### config.mk
export PLATFORM = sky130hd
export DESIGN_NAME = morse_rx_decoder
export DESIGN_NICKNAME = d
export VERILOG_FILES = /design/src/rtl/morse_rx_decoder.sv
export SDC_FILE = /design/constraint.sdc
export NUM_CORES = 1
export LEC_CHECK = 0
export CORE_ASPECT_RATIO = 1.4
export CORE_MARGIN = 3
export CORE_UTILIZATION = 69
export CTS_CLUSTER_DIAMETER = 200
export CTS_CLUSTER_SIZE = 8
export DETAILED_ROUTE_END_ITERATION = 7
export DONT_BUFFER_PORTS = 1
export PLACE_DENSITY = 0.86
export SLEW_MARGIN = 20
export SYNTH_ARGS = -nofsm -noshare
export SYNTH_HDL_FRONTEND = slang
export SYNTH_SLANG_ARGS = --single-unit
### constraint.sdc
create_clock -name iCLK -period 4.73 [get_ports iCLK]
set_input_delay 0.473 -clock iCLK [delete_from_list [all_inputs] [get_ports iCLK]]
set_output_delay 0.473 -clock iCLK [all_outputs]
set_load 0.005 [all_outputs]
### src/rtl/morse_rx_decoder.sv
// Morse receive decoder: samples the Morse line once per half-second tick,
// turns ON/OFF run lengths into dots, dashes and character gaps, decodes
// each finished character to A=0..Z=25 (30 = invalid), and shifts the code
// into an 8-character, 5-bit-per-character display buffer.
module morse_rx_decoder #(
  parameter int DOT_LEN   = 1,
  parameter int DASH_LEN  = 3,
  parameter int CHAR_GAP  = 3,
  parameter int MAX_SYM   = 4,
  parameter int BUF_CHARS = 8
) (
  input  logic                   iCLK,
  input  logic                   iRST,
  input  logic                   iEnable,
  input  logic                   iClear,
  input  logic [3:0]             iHalfSec,
  input  logic                   iMorse,
  output logic [5*BUF_CHARS-1:0] oDisplayData,
  output logic [4:0]             oLastChar,
  output logic                   oCharValid,
  output logic [3:0]             oCharCount,
  output logic                   oBusy
);

  localparam int LEN_W = $clog2(MAX_SYM + 1);
  localparam int IDX_W = $clog2(MAX_SYM);
  localparam logic [4:0] CODE_EMPTY   = 5'd31;
  localparam logic [4:0] CODE_INVALID = 5'd30;
  localparam logic [2:0] RUN_MAX      = 3'd7;

  logic [3:0]         prev_half_sec;
  logic [2:0]         on_cnt, off_cnt;
  logic [MAX_SYM-1:0] sym_bits;
  logic [LEN_W-1:0]   sym_len;
  logic               err;

  logic               tick;
  logic [2:0]         nxt_on, nxt_off;
  logic [MAX_SYM-1:0] nxt_bits;
  logic [LEN_W-1:0]   nxt_len;
  logic               nxt_err;
  logic               commit_now;
  logic [4:0]         commit_code;

  // Symbols are stored LSB-first (bit i = symbol i, dash = 1); unused upper
  // bits are always zero, so the length plus the zero-extended pattern keys
  // the table directly.
  function automatic logic [4:0] lookup(input logic [2:0] len, input logic [3:0] bits);
    logic [4:0] code;
    code = CODE_INVALID;
    case ({len, bits})
      {3'd2, 4'b0010}: code = 5'd0;   // A .-
      {3'd4, 4'b0001}: code = 5'd1;   // B -...
      {3'd4, 4'b0101}: code = 5'd2;   // C -.-.
      {3'd3, 4'b0001}: code = 5'd3;   // D -..
      {3'd1, 4'b0000}: code = 5'd4;   // E .
      {3'd4, 4'b0100}: code = 5'd5;   // F ..-.
      {3'd3, 4'b0011}: code = 5'd6;   // G --.
      {3'd4, 4'b0000}: code = 5'd7;   // H ....
      {3'd2, 4'b0000}: code = 5'd8;   // I ..
      {3'd4, 4'b1110}: code = 5'd9;   // J .---
      {3'd3, 4'b0101}: code = 5'd10;  // K -.-
      {3'd4, 4'b0010}: code = 5'd11;  // L .-..
      {3'd2, 4'b0011}: code = 5'd12;  // M --
      {3'd2, 4'b0001}: code = 5'd13;  // N -.
      {3'd3, 4'b0111}: code = 5'd14;  // O ---
      {3'd4, 4'b0110}: code = 5'd15;  // P .--.
      {3'd4, 4'b1011}: code = 5'd16;  // Q --.-
      {3'd3, 4'b0010}: code = 5'd17;  // R .-.
      {3'd3, 4'b0000}: code = 5'd18;  // S ...
      {3'd1, 4'b0001}: code = 5'd19;  // T -
      {3'd3, 4'b0100}: code = 5'd20;  // U ..-
      {3'd4, 4'b1000}: code = 5'd21;  // V ...-
      {3'd3, 4'b0110}: code = 5'd22;  // W .--
      {3'd4, 4'b1001}: code = 5'd23;  // X -..-
      {3'd4, 4'b1101}: code = 5'd24;  // Y -.--
      {3'd4, 4'b0011}: code = 5'd25;  // Z --..
      default:         code = CODE_INVALID;
    endcase
    return code;
  endfunction

  assign tick  = (iHalfSec != prev_half_sec);
  assign oBusy = (sym_len != '0) | (on_cnt != '0) | err;

  // Next run/symbol state for the case where this clock carries a tick.
  always_comb begin
    // NOTE: every output gets a default first, so no path leaves one unassigned and no latch is inferred.
    nxt_on   = on_cnt;
    nxt_off  = off_cnt;
    nxt_bits = sym_bits;
    nxt_len  = sym_len;
    nxt_err  = err;
    if (iMorse) begin
      if (on_cnt != RUN_MAX) nxt_on = on_cnt + 3'd1;
      nxt_off = '0;
    end else if (on_cnt != '0) begin
      if (on_cnt != 3'(DOT_LEN) && on_cnt != 3'(DASH_LEN)) begin
        nxt_err = 1'b1;
      end else if (sym_len == LEN_W'(MAX_SYM)) begin
        nxt_err = 1'b1;  // too many symbols: the extra one is dropped
      end else begin
        nxt_bits[sym_len[IDX_W-1:0]] = (on_cnt == 3'(DASH_LEN));
        nxt_len = sym_len + LEN_W'(1);
      end
      nxt_on  = '0;
      nxt_off = 3'd1;
    end else if (off_cnt != RUN_MAX) begin
      nxt_off = off_cnt + 3'd1;
    end
  end

  // A character ends when the OFF run reaches the gap length with content pending.
  assign commit_now  = (nxt_off == 3'(CHAR_GAP)) && ((nxt_len != '0) || nxt_err);
  assign commit_code = nxt_err ? CODE_INVALID : lookup(3'(nxt_len), 4'(nxt_bits));

  // Tick edge detection, run tracking, character commit and buffer shifting.
  always_ff @(posedge iCLK or posedge iRST) begin
    if (iRST) begin
      prev_half_sec <= '0;
      on_cnt        <= '0;
      off_cnt       <= '0;
      sym_bits      <= '0;
      sym_len       <= '0;
      err           <= 1'b0;
      // NOTE: the display buffer is a plain register vector with a defined reset value, not a RAM.
      oDisplayData  <= {BUF_CHARS{CODE_EMPTY}};
      oLastChar     <= CODE_EMPTY;
      oCharValid    <= 1'b0;
      oCharCount    <= '0;
    end else begin
      // NOTE: non-blocking assignments so every register here sees pre-edge values.
      prev_half_sec <= iHalfSec;
      oCharValid    <= 1'b0;
      if (iClear) begin
        on_cnt       <= '0;
        off_cnt      <= '0;
        sym_bits     <= '0;
        sym_len      <= '0;
        err          <= 1'b0;
        oDisplayData <= {BUF_CHARS{CODE_EMPTY}};
        oLastChar    <= CODE_EMPTY;
        oCharCount   <= '0;
      end else if (!iEnable) begin
        on_cnt   <= '0;
        off_cnt  <= '0;
        sym_bits <= '0;
        sym_len  <= '0;
        err      <= 1'b0;
      end else if (tick) begin
        on_cnt   <= nxt_on;
        off_cnt  <= nxt_off;
        sym_bits <= nxt_bits;
        sym_len  <= nxt_len;
        err      <= nxt_err;
        if (commit_now) begin
          sym_bits     <= '0;
          sym_len      <= '0;
          err          <= 1'b0;
          oDisplayData <= {oDisplayData[5*BUF_CHARS-6:0], commit_code};
          oLastChar    <= commit_code;
          oCharValid   <= 1'b1;
          if (oCharCount != 4'(BUF_CHARS)) oCharCount <= oCharCount + 4'd1;
        end
      end
    end
  end

endmodule

---- Word level (Yosys, flattened, before mapping) ----
Memories as Yosys holds them, arrays and structs flattened.
Cells that the tools add are included.
cells by class
  $add $sub $neg .......................... 4
  magnitude comparators ................... 2
  eq/ne operators ......................... 12
  multiplexer cells ....................... 57
  bitwise operators ....................... 2
  reductions and logical operators ........ 14
operator list
  kind                                                                     number
  40-bit 2-to-1 mux                                                        4
  3-bit 2-to-1 mux                                                         20
  4-bit 2-to-1 mux                                                         13
  5-bit 2-to-1 mux                                                         5
  1-bit 2-to-1 mux                                                         13
  3-bit by 1-bit adder with 3-bit output, second input constant            3
  3-bit nonzero test                                                       3
  2-bit nonzero test                                                       4
  3-bit by 2-bit equality test with 1-bit output, second input constant    2
  3-bit by 1-bit inequality test with 1-bit output, second input constant  2
  3-bit inequality test, second input constant                             2
  3-bit AND reduction                                                      2
  4-bit by 1-bit adder with 4-bit output, second input constant            1
  4-bit bitwise mux                                                        1
  4-bit by 1-bit inequality test with 1-bit output, second input constant  1
  4-bit by 3-bit inequality test with 1-bit output, second input constant  1
  4-bit inequality test                                                    1
  4-bit inequality test, second input constant                             1
  4-bit AND reduction                                                      1
  3-bit equality test, second input constant                               1
  1-bit logical AND                                                        3
  2-bit by 3-bit < comparator with 1-bit output, second input constant     1
  3-bit by 2-bit inequality test with 1-bit output, second input constant  1
  1-bit demux with 2-bit select                                            1
  3 further kinds                                                          4
storage, ports and cells
  register bits ........................... 68
  bits in read-only memories .............. 640
  input bits .............................. 9
  output and inout bits ................... 51
  logic and storage cells ................. 102
  memories ................................ 1
memories
  name             depth  width  read ports  clocked after memory_dff  wr ports  line  text
  (no name shown)  128    5      1           0                         0         51    case ({len, bits})

---- Longest topological paths before layout ----
Gate-level depths: netlist of run 1.
An unclocked memory read counts as a cell.
  depth in word-level cells ............... 15
  gate-level depth with buffers ........... 13
  mapped depth without buffers ............ 11

---- Worst setup path after synthesis of run 1 ----
No wires, ideal clock.
  path kind ............................... flip-flop to flip-flop
  start ................................... register on_cnt[0]
  end ..................................... register oDisplayData[4]
  library setup time ...................... 0.082 ns
  arrival time ............................ 2.655 ns
  required time ........................... 4.648 ns
  setup slack ............................. 1.993 ns
  stages on the path, launching flop included .. 12
  path buffers ............................ 1
  cell sequence ........................... dfrtp_1 ha_1 ha_1 clkbuf_1 o2111ai_1 mux2i_1 inv_1 ha_1 nor3_1 o2111a_1 a211o_1 a21oi_1
between the ends
  word-level cells in the longest chain between the ends .. 12
  elaborated cells on any way between the ends .. 30
ends and longest elaborated chain
  item                                            line  text
  from (decl)                                     32    logic [2:0] on_cnt, off_cnt;
  from (signal assigned)                          151   on_cnt <= nxt_on;
  3-bit by 2-bit equality test with 1-bit output  103   nxt_bits[sym_len[IDX_W-1:0]] = (on_cnt == 3'(DASH_LEN));
  4-bit bitwise mux                               103
  4-bit 2-to-1 mux                                100   end else if (sym_len == LEN_W'(MAX_SYM)) begin
  4-bit 2-to-1 mux                                98    if (on_cnt != 3'(DOT_LEN) && on_cnt != 3'(DASH_LEN)) begin
  4-bit 2-to-1 mux                                97    end else if (on_cnt != '0) begin
  4-bit 2-to-1 mux                                94    if (iMorse) begin
  memory read 128 x 5 bit                         -
  5-bit 2-to-1 mux                                115   assign commit_code = nxt_err ? CODE_INVALID : lookup(3'(nxt_len), 4'(nxt_bits));
  40-bit 2-to-1 mux                               156   if (commit_now) begin
  40-bit 2-to-1 mux                               150   end else if (tick) begin
  40-bit 2-to-1 mux                               144   end else if (!iEnable) begin
  40-bit 2-to-1 mux                               135   if (iClear) begin
  to (signal assigned)                            127   oDisplayData <= {BUF_CHARS{CODE_EMPTY}};
  to (signal assigned)                            141   oDisplayData <= {BUF_CHARS{CODE_EMPTY}};
  to (signal assigned)                            160   oDisplayData <= {oDisplayData[5*BUF_CHARS-6:0], commit_code};
  to (decl)                                       18    output logic [5*BUF_CHARS-1:0] oDisplayData,
Several ways; a longest one is shown, not always the timed one. The select of a mux whose other input is x is not followed.
A chain may end at the register's enable or synchronous reset.

---- Worst setup path after layout of run 1 ----
  start ................................... register on_cnt[0]
  end ..................................... register oDisplayData[13]
between the ends
  word-level cells in the longest chain between the ends .. 10
  elaborated cells on any way between the ends .. 18
ends and longest elaborated chain
  item                                                                                                                  line  text
  3-bit by 1-bit inequality test with 1-bit output or 3-bit by 2-bit inequality test with 1-bit output (tied branches)  98
  1-bit logical AND                                                                                                     98
  3-bit 2-to-1 mux                                                                                                      98
  3-bit 2-to-1 mux                                                                                                      97
  3-bit 2-to-1 mux                                                                                                      94
  3-bit nonzero test                                                                                                    114   assign commit_now = (nxt_off == 3'(CHAR_GAP)) && ((nxt_len != '0) || nxt_err);
  1-bit logical OR                                                                                                      114
  1-bit logical AND *                                                                                                   114
  2-bit nonzero test (no line) *                                                                                        -
  3-bit AND reduction (no line) *                                                                                       -
Mark *: on every way between the ends. The rest lies on a longest branch, timed or not.

==> impl_results.md, run 1 <==
- XOR/XNOR Fraction of Synth Area: 2.289%
- Die footprint: 0.006487 sq mm
- Overall global routing resource usage: 27.47%
- Tmin final: approximately 3.3 ns
- DIE HEIGHT: about 94 microns
- # rows: 31
- DRT Pass-1 Iters: 5
- Endpoints failing setup: 0
- Post-CTS sizing: 0
- Total grt overflow: 0
- Hold buffers post-CTS: 0
- Post-Layout Inst Area: just under 0.004 sq mm
- Fmax: roughly 0.3 GHz
- CP max FO: 37
- Root Driver: clkbuf_8
- CP Class: flip-flop to flip-flop
- Nets@finish: 387
- Worst rel slew slack: 40.02%
- Antenna viol nets, final: 0
- Setup TNS: 0 ns
- Wire per inst: 19.19 microns
- DR WL met3: 607 microns
- Simple-gate share of the synthesized area: between 10% and 20%
- Share of cells above drive strength 1: 20.88%
- Worst skew pair latency: roughly 0.34 ns
- Post-Syn Instances: 372
- Worst IR Drop VDD: around 0.18 mV
- DP Wirelength: between 5000 and 6000 microns
- CP required: around 5.0 ns
- Final Cycle Share: 70.27%
- PortBufs: 0
- Met1 wire length: 2975 microns
- Die Span X: 68.94 microns
- Most used DFF post-synth: dfstp_2
- Largest net degree at the start of global routing: 64
- Top Ports: 60
- RSZ-0062 raised after global routing: false
- Worst-margin pin slew: 0.8997 ns
- Max Cap Viol: 0
- H-tree levels: 3
- Remaining DRCs: 0
- PD cells: 280.6 mW/mm^2
- Post-Syn Area per Cell: roughly 10 sq um
- FF+latch count, synth: 63
- Met2 WL: between 4000 and 5000 microns
- Cts bufs inserted: 9
- CTS tree: built
- First-pass GRT wire length: 13370 microns
- Ys async rst share: between 90% and 100%
- Worst-path clk slew: 0.08 ns
- Initial Util: between 70 and 80%
- Vias in the first global route: approximately 2800
- Mux share of post-synthesis cell area: roughly 2.8%
- Worst Clk Skew: 0.009163 ns
- Reg2Reg Launch Point: on_cnt[0]
- Largest family of logic cells by synthesized area: compound AO/OA/AOI/OAI gates
- Synth Area in Compound Gates: between 20% and 30%
- GPL Wtd Cong: roughly 0.9
- Worst hold path startpoint: iHalfSec[2]
- CP startpoint: on_cnt[0]
- Area Overhead vs Synth: 3.859%
- Number of flops mapped to enable cells by yosys: 0
- Core box area: between 0.005 and 0.006 sq mm
- Uppermost layer routed: met4
- DRT Wirelength: around 8300 microns
- Via count: about 2800
- Sink Count: between 60 and 70
- DRT iter0 DRCs: between 150 and 200
- Setup Buffers After CTS: 0
- Status: completed
- Fin. max-slew vios: 0
- Setup crit start kind: flip-flop
- Distinct cells, synth: 64
- Static Leak: roughly 0.0015 uW
- Hold Vio Cnt, Final: 0
- Antenna violations before repair: 0
- CP arrival: 3.61 ns
- ANT cells: 0
- Syn Nets: 400
- Netlist Area Pre-Place: 0.003826 sq mm
- Dpl cell area: between 0.003 and 0.004 sq mm
- Post-synthesis sequential area ratio: 42.51%
- Max clock buf depth: 2
- Element type at the critical path end: flip-flop
- Via density: 6.626
- Post-synthesis adder-cell area fraction: roughly 6.2%
- Hold Crit Class: input pin to flip-flop
- Synth Warn #: 0
## area by class of cell
class                      instances  area (sq um)
inverter                          14         52.55
timing repair buffer               4         30.03
sequential                        63          1627
tap                               66         82.58
multi-input combinational        267          1957
fill                             376          1301
clock buffer                      11         162.7
clock inverter                     5         62.56
## through the flow
step                setup slack (ns)  cells  hold WS [ns]  power (uW)  util, %
CTS                            1.420    430        0.1400        1123    75.33
global route                   1.103    430        0.1357        1152    75.33
global placement               1.498    414        0.4784       604.5    71.06
floorplan                      1.993    372        0.4624       601.6        -
finish                         1.406    430        0.1519        1115    75.33
detailed placement             1.448    414        0.4824       605.9    71.06
## cells by family (layout without fill, tap and decap cells)
| group | after synthesis | in the layout |
|---|---|---|
| XOR/XNOR | 10 | 10 |
| flip-flops | 63 | 63 |
| adder cells (fa/ha/maj) | 19 | 19 |
| AND/OR/NAND/NOR | 123 | 123 |
| buffers and inverters | 42 | 34 |
| AO/OA/AOI/OAI | 106 | 106 |
| multiplexers | 9 | 9 |
## synth_stat cells, types with 3 or more instances
cell type / number / area share, %
buf_6: 9 / 2.6
ha_1: 19 / 6.2
dfstp_2: 40 / 27
buf_4: 6 / 1.2
nor2_1: 21 / 2.1
dfrtp_1: 23 / 15
nor2b_1: 4 / 0.65
inv_1: 14 / 1.4
mux2_2: 3 / 0.88
a32o_1: 3 / 0.78
mux2i_1: 5 / 1.3
nand2_1: 18 / 1.8
and2_1: 36 / 5.9
a31oi_1: 4 / 0.65
o211a_1: 3 / 0.78
or3_1: 4 / 0.65
o21ai_0: 9 / 1.2
nor3_1: 9 / 1.2
a21o_1: 4 / 0.78
nand2b_1: 8 / 1.3
a22oi_1: 4 / 0.78
nand3_1: 6 / 0.78
a21oi_1: 16 / 2.1
xnor2_1: 5 / 1.1
xor2_1: 5 / 1.1
a211o_1: 36 / 8.2
clkbuf_1: 12 / 1.2
nand4_1: 3 / 0.49
## critical path, stage by stage, from the launching register on
cell,delay (ns)
dfrtp_1,0.42
inv_1,0.07
ha_1,0.24
nand2b_1,0.33
o211a_1,0.46
nand4b_1,0.25
a221oi_4,0.38
or2_1,0.76
and2_1,0.24
a211o_1,0.11
## registers in the layout, indices dropped and copies added, names as in the netlist
signal,flops
prev_half_sec,4
on_cnt,3
err,1
sym_bits,4
oCharValid,1
oDisplayData,40
off_cnt,3
sym_len,3
oCharCount,4
## power by group
group / leakage [uW] / internal [uW] / total [uW] / switching [uW]
sequential: 0.000732 / 545 / 549 / 3.58
clock: 0.000107 / 292 / 518 / 226
combinational: 0.000683 / 15.4 / 48.0 / 32.7
## worst paths after layout
| path | slack, ns | to | depth (start not counted) |
|---|---|---|---|
| setup / recovery | 1.41 | oDisplayData[13] | 9 |
| hold / removal | 0.15 | prev_half_sec[2] | 0 |
| setup reg to reg | 1.41 | oDisplayData[13] | 9 |
| hold reg to reg | 0.50 | sym_bits[0] | 1 |
| max in group asynchronous | 4.01 | oCharValid | 2 |
| min in group asynchronous | 0.22 | prev_half_sec[3] | 2 |
## cell usage in the layout, fill, tap and decap left out, drive strengths merged, types with 6 or more instances in the layout
master  netlist  routed
dfstp        40      40
and2         37      37
a211o        36      36
dfrtp        23      23
nor2         22      22
ha           19      19
nand2        19      19
a21oi        16      16
inv          14      15
o21ai        12      12
clkbuf       12      11
nor3          9       9
nand2b        8       8
nand3         6       6
mux2i         6       6
## per-layer routing
layer  track usage, %  up-vias
li1                 -     1308
met1            29.18     1418
met2            48.65      100
met3            7.305       23
met4            12.68        0
met5                0        -
Note: power is estimated with default switching activity, not from simulation.
==> inputs of run 2 (changes only) <==
CORE_UTILIZATION = 64   (was 69)
PLACE_DENSITY = 0.81   (was 0.86)
clock period = 3.2 ns   (was 4.73 ns; I/O delays follow)
==> run 2 against run 1 <==
Net effect:
- the flow now finishes with violations (hold timing)
- global-route usage shrank 1.4 points
- via count increased by 0.28%
- final cell count is 3.3% higher
- critical path type unchanged
- highest routed layer unchanged
==> impl_results.md, run 2 (synthesized netlist as in run 1, its figures left out) <==
- Total grt overflow: 0 (unchanged)
- Max reg flops: 40 (unchanged)
- Setup crit start kind: flip-flop (unchanged)
- Root Driver: clkbuf_8 (unchanged)
- CP required: 3.46 ns (was 5.02 ns)
- Fmax: 0.3416 GHz (was 0.3009 GHz)
- Post-Layout Inst Area: 0.004008 sq mm (was 0.003974 sq mm)
- DRT Wirelength: 8348 microns (was 8251 microns)
- Slowest-stage cell, CP: o211a_1 (was or2_1)
- Largest net degree at the start of global routing: 47 (was 64)
- Setup TNS: 0 ns (unchanged)
- Worst rel slew slack: 49.15% (was 40.02%)
- ANT cells: 0 (unchanged)
- Reg2reg setup slack: 0.27 ns (was 1.41 ns)
- Seq. cell area: 0.001627 sq mm (unchanged)
- CP arrival: 3.19 ns (was 3.61 ns)
- Overall global routing resource usage: 26.09% (was 27.47%)
- RR Endpoint: oDisplayData[6] (was oDisplayData[13])
- Max clock buf depth: 2 (unchanged)
- DRT iter0 DRCs: 160 (was 196)
- Sink Count: 63 (unchanged)
- Worst skew pair latency: 0.34 ns (about the same)
- CP startpoint: on_cnt[0] (unchanged)
- Static Leak: 0.001555 uW (was 0.001522 uW)
- PortBufs: 0 (unchanged)
- RSZ-0062 raised after global routing: false (unchanged)
- Share of cells above drive strength 1: 21.54% (was 20.88%)
- Reg2Reg Launch Point: on_cnt[0] (unchanged)
- DIE HEIGHT: 97.49 microns (was 94.11 microns)
- Worst IR Drop VDD: 0.2473 mV (was 0.1815 mV)
- H-tree levels: 3 (unchanged)
- Cts bufs inserted: 9 (unchanged)
- CTS tree: built (unchanged)
- Die Span X: 71.35 microns (was 68.94 microns)
- Wire per inst: 18.80 microns (was 19.19 microns)
- Endpoints failing setup: 0 (unchanged)
- R2r worst-path depth: 9 (unchanged)
- Dpl cell area: 0.003811 sq mm (was 0.003749 sq mm)
- Top Ports: 60 (unchanged)
- Failing checks: hold timing
- Antenna viol nets, final: 0 (unchanged)
- Status: finished, violations left (was completed)
- Area of the multi-input gates: 0.001957 sq mm (unchanged)
- Hold Vio Cnt, Final: 5 (was 0)
- Worst-margin pin slew: 0.7617 ns (was 0.8997 ns)
- Worst-path clk slew: 0.07 ns (was 0.08 ns)
- PD cells: 362.2 mW/mm^2 (was 280.6 mW/mm^2)
- Initial Util: 67.77% (was 72.53%)
- Post-CTS sizing: 0 (unchanged)
- Worst Clk Skew: 0.007736 ns (was 0.009163 ns)
- DP Worst Slack: 0.2976 ns (was 1.448 ns)
- Fill cells: 435 (was 376)
- Final Cycle Share: 91.49% (was 70.27%)
- Largest register by flop count: oDisplayData (unchanged)
- First-pass GRT wire length: 14380 microns (was 13370 microns)
- CP max FO: 22 (was 37)
- Via count: 2857 (was 2849)
- Via density: 6.435 (was 6.626)
- Crit path capture: oDisplayData[6] (was oDisplayData[13])
- Max Cap Viol: 0 (unchanged)
- Nets@finish: 399 (was 387)
- Hold Crit Class: input pin to asynchronous set/reset pin (was input pin to flip-flop)
- DRT Pass-1 Iters: 4 (was 5)
- GPL Wtd Cong: 0.9589 (was 0.9072)
- Fin. max-slew vios: 0 (unchanged)
- Most common cell after layout, fill and taps aside: dfstp_2 (unchanged)
- Final worst slack: 0.2724 ns (was 1.406 ns)
- Element type at the critical path end: flip-flop (unchanged)
- Cell chain of the critical path: ha_1, ha_1, o211a_1, mux2i_4, a221oi_4, or2_1, buf_4, and2_1, a211o_1 (was inv_1, ha_1, nand2b_1, o211a_1, nand4b_1, a221oi_4, or2_1, and2_1, a211o_1)
- Hold_ws: -0.005504 ns (was 0.1519 ns)
- Die footprint: 0.006955 sq mm (was 0.006487 sq mm)
- Core box area: 0.005645 sq mm (was 0.005275 sq mm)
- Vias in the first global route: 2993 (was 2815)
- Slowest stage delay, CP: 0.46 ns (was 0.76 ns)
- Commonest cells after routing, fill and taps aside: dfstp_2, and2_1, a211o_1, dfrtp_1, nor2_1 (unchanged)
- Remaining DRCs: 0 (unchanged)
- Antenna violations before repair: 0 (unchanged)
- Tmin final: 2.928 ns (was 3.324 ns)
- # rows: 32 (was 31)
- CP Class: flip-flop to flip-flop (unchanged)
- DP Wirelength: 6154 microns (was 5781 microns)
- Most frequent CP cell: ha_1
- Area Overhead vs Synth: 4.742% (was 3.859%)
[run 2: cell types whose count changed in the layout (fill, tap and decap cells not counted), sizes merged]
cell,before,now
bufinv,1,0
clkinvlp,2,0
dlygate4sd3,0,4
buf,4,12
clkbuf,11,12
clkinv,1,3
[run 2: repair_timing]
action,CTS,global route
hold buffers,4,0
setup buffers,0,0
endpoints found under the hold margin,4,0
[run 2: critical path, delay by kind of cell, from the launching register on]
family          cells  cell delay [ns]
compound gates      3             0.85
fa+ha+maj           2             0.61
buf+inv             1             0.20
flops               1             0.41
mux                 1             0.33
simple gates        2             0.44
[run 2: worst min-delay path by stage]
stage | startpoint | endpoint | slack (ns) | cells after the start
after floorplan | iHalfSec[0] | prev_half_sec[0] | 0.35 | 0
after global placement | iHalfSec[3] | prev_half_sec[3] | 0.35 | 0
after detailed placement | iHalfSec[1] | prev_half_sec[1] | 0.35 | 0
after CTS | iRST | oCharCount[1] | 0.009 | 1
after global routing | iClear | oCharCount[3] | 0.02 | 1
final | iRST | oCharCount[0] | -0.006 | 1
[run 2: metal layers]
layer	global-route usage, %	wire length, microns
met1	28.97	2993
met2	46.18	4664
met3	7.453	503
met4	9.696	188
met5	0	0
[run 2: power by group]
part           switching, uW  leakage (uW)  total [uW]  internal (uW)
clock                    284     0.0000844         562            278
combinational           50.4      0.000738        78.3           27.9
sequential              5.35      0.000732         812            806
[run 2: through the flow]
step	utilization (%)	total power [uW]	hold slack, ns	std cells
after CTS	70.99	1466	0.008658	444
final	70.99	1452	-0.005504	444
after global routing	70.99	1506	0.01837	444
after floorplan	-	889.3	0.3514	372
after global placement	67.51	896.4	0.3516	424
after detailed placement	67.51	898.7	0.3515	424
[run 2: area by class of cell]
class / instances / area share [%]
Clock buffer: 12 / 3.372
Timing Repair Buffer: 16 / 3.247
Sequential cell: 63 / 40.59
Tap cell: 68 / 2.123
Clock inverter: 4 / 0.5308
Multi-Input combinational cell: 267 / 48.83
Inverter: 14 / 1.311
==> inputs of run 3 (changes only) <==
CORE_UTILIZATION = 54   (was 64)
DONT_BUFFER_PORTS = not set   (was 1)
==> run 3 against run 2 <==
Net effect:
- wire length up 8.4%
- register-to-register slack better by 0.06 ns
- critical endpoint is now oCharCount[0]
- highest routed layer unchanged
- via count up 6.6%
- clock power up 36%
- first-iteration DRC count up 34%
- combinational power up 34%
- the flow now finishes without violations
- total power up 16%
- sequential cell count unchanged
- global-route usage down 2.6 points
==> impl_results.md, run 3 (synthesized netlist as in run 1, its figures left out) <==
- Commonest cells after routing, fill and taps aside: clkdlybuf4s50_1, dfstp_2, and2_1, a211o_1, dfrtp_1 (was dfstp_2, and2_1, a211o_1, dfrtp_1, nor2_1)
- CP max FO: 10 (was 22)
- Wire per inst: 17.14 microns (was 18.80 microns)
- Largest register by flop count: oDisplayData (unchanged)
- Cts bufs inserted: 9 (unchanged)
- CP Class: flip-flop to flip-flop (unchanged)
- Hold Vio Cnt, Final: 0 (was 5)
- Sequential group share of total power: 48.3% (was 55.9%)
- Sink Count: 63 (unchanged)
- Max reg flops: 40 (unchanged)
- Overall global routing resource usage: 23.53% (was 26.09%)
- Worst IR Drop VDD: 0.2147 mV (was 0.2473 mV)
- Reg2reg setup slack: 0.33 ns (was 0.27 ns)
- Root Driver: clkbuf_8 (unchanged)
- Hold buffers post-CTS: 0 (was 4)
- Worst-margin pin slew: 0.5068 ns (was 0.7617 ns)
- Via count: 3046 (was 2857)
- PD cells: 357.5 mW/mm^2 (was 362.2 mW/mm^2)
- Nets@finish: 459 (was 399)
- CTS tree: built (unchanged)
- Hold_ws: 0.4724 ns (was -0.005504 ns)
- Setup TNS: 0 ns (unchanged)
- Worst-path clk slew: 0.08 ns (was 0.07 ns)
- Setup Buffers After CTS: 0 (unchanged)
- Final core utilization: 69.55% (was 70.99%)
- Worst Clk Skew: 0.01236 ns (was 0.007736 ns)
- DP Wirelength: 6565 microns (was 6154 microns)
- Max Cap Viol: 0 (unchanged)
- Fmax: 0.3484 GHz (was 0.3416 GHz)
- H-tree levels: 3 (unchanged)
- GPL Wtd Cong: 0.8835 (was 0.9589)
- Final Cycle Share: 89.69% (was 91.49%)
- Max clock buf depth: 2 (unchanged)
- CP required: 3.43 ns (was 3.46 ns)
- Fin. max-slew vios: 0 (unchanged)
- Placed cells: 512 (was 424)
- Post-route insts no fill: 528 (was 444)
- Largest net degree at the start of global routing: 46 (was 47)
- Reg2Reg Launch Point: on_cnt[0] (unchanged)
- Remaining DRCs: 0 (unchanged)
- Share of cells above drive strength 1: 20.41% (was 21.54%)
- Setup crit start kind: flip-flop (unchanged)
- ANT cells: 0 (unchanged)
- Element type at the critical path end: flip-flop (unchanged)
- Pint: 1262 uW (was 1112 uW)
- DRT Pass-1 Iters: 5 (was 4)
- Hold Crit Class: input pin to flip-flop (was input pin to asynchronous set/reset pin)
- DIE HEIGHT: 105.6 microns (was 97.49 microns)
- PortBufs: 59 (was 0)
- Total grt overflow: 0 (unchanged)
- Endpoints failing setup: 0 (unchanged)
- Psw: 415.0 uW (was 339.6 uW)
- Static Leak: 0.001841 uW (was 0.001555 uW)
- Combinational Power Share: 6.3% (was 5.4%)
- Core box area: 0.006744 sq mm (was 0.005645 sq mm)
- # rows: 35 (was 32)
- Initial Util: 56.73% (was 67.77%)
- Antenna viol nets, final: 0 (unchanged)
- Tmin final: 2.870 ns (was 2.928 ns)
- RR Endpoint: oCharCount[0] (was oDisplayData[6])
- Via density: 5.769 (was 6.435)
- DRT Wirelength: 9050 microns (was 8348 microns)
- RSZ-0062 raised after global routing: false (unchanged)
- Most common cell after layout, fill and taps aside: clkdlybuf4s50_1 (was dfstp_2)
- DRT iter0 DRCs: 215 (was 160)
- Antenna violations before repair: 0 (unchanged)
- Crit path capture: oCharCount[0] (was oDisplayData[6])
- Vias in the first global route: 3137 (was 2993)
- Top Ports: 60 (unchanged)
- Clock Power Share: 45.4% (was 38.7%)
- CP startpoint: on_cnt[0] (unchanged)
- Switching part of the total power: 24.74% (was 23.39%)
- Status: completed (was finished, violations left)
- Worst skew pair latency: 0.34 ns (about the same)
- CP arrival: 3.10 ns (was 3.19 ns)
- Die Span X: 77.14 microns (was 71.35 microns)
- First-pass GRT wire length: 15410 microns (was 14380 microns)
- Post-CTS sizing: 0 (unchanged)
- Worst rel slew slack: 66.22% (was 49.15%)
- Area Overhead vs Synth: 22.60% (was 4.742%)
- Die footprint: 0.008146 sq mm (was 0.006955 sq mm)
- R2r worst-path depth: 8 (was 9)
[run 3: through the flow]
stage | setup slack, ns | area [sq um] | power (uW)
2_1_floorplan | 0.4635 | 3826 | 889.3
3_3_place_gp | 0.3199 | 4469 | 926.7
3_5_place_dp | 0.2749 | 4469 | 928.1
4_1_cts | 0.3227 | 4691 | 1689
5_1_grt | 0.07900 | 4691 | 1736
6_report | 0.3298 | 4691 | 1677
[run 3: final cells by class]
cell class                      instances  area [sq um]
Clock inverter                          6         72.57
Fill cell                             548          2053
Clock buffer                           10         148.9
Sequential cell                        63          1627
Inverter                               14         52.55
Timing Repair Buffer                   76         718.2
Tap cell                               92         115.1
Multi-Input combinational cell        267          1957
[run 3: worst min-delay path by stage]
stage	startpoint	slack, ns	end	depth (start not counted)
after floorplan	iHalfSec[0]	0.35	prev_half_sec[0]	0
after global placement	sym_bits[1]	0.48	sym_bits[1]	1
after detailed placement	sym_bits[0]	0.48	sym_bits[0]	1
after CTS	iHalfSec[2]	0.46	prev_half_sec[2]	1
after global routing	iHalfSec[2]	0.46	prev_half_sec[2]	1
final	iHalfSec[2]	0.47	prev_half_sec[2]	1
[run 3: power groups by stage]
stage | clock network, uW | logic (uW) | registers (uW)
after floorplan | 0 | 66.5 | 823
after global placement | 0 | 103 | 823
after detailed placement | 0 | 104 | 824
after CTS | 773 | 105 | 811
after global routing | 809 | 115 | 812
final | 762 | 105 | 811
[run 3: layer usage]
metal | vias up | share of wire [%] | routed length (microns) | GRT usage, %
li1 | 1458 | - | - | -
met5 | - | 0 | 0 | 0
met3 | 6 | 3.6 | 325 | 4.188
met2 | 78 | 54 | 4924 | 42.77
met1 | 1504 | 41 | 3732 | 28.16
met4 | 0 | 0.74 | 67 | 6.616
[run 3: critical path, cell delays in order (launching register included)]
cell	delay [ns]
dfrtp_1	0.42
ha_1	0.23
ha_1	0.38
o211a_1	0.37
mux2i_4	0.31
a221oi_4	0.12
nor2_2	0.36
o21ai_0	0.25
mux2_2	0.32
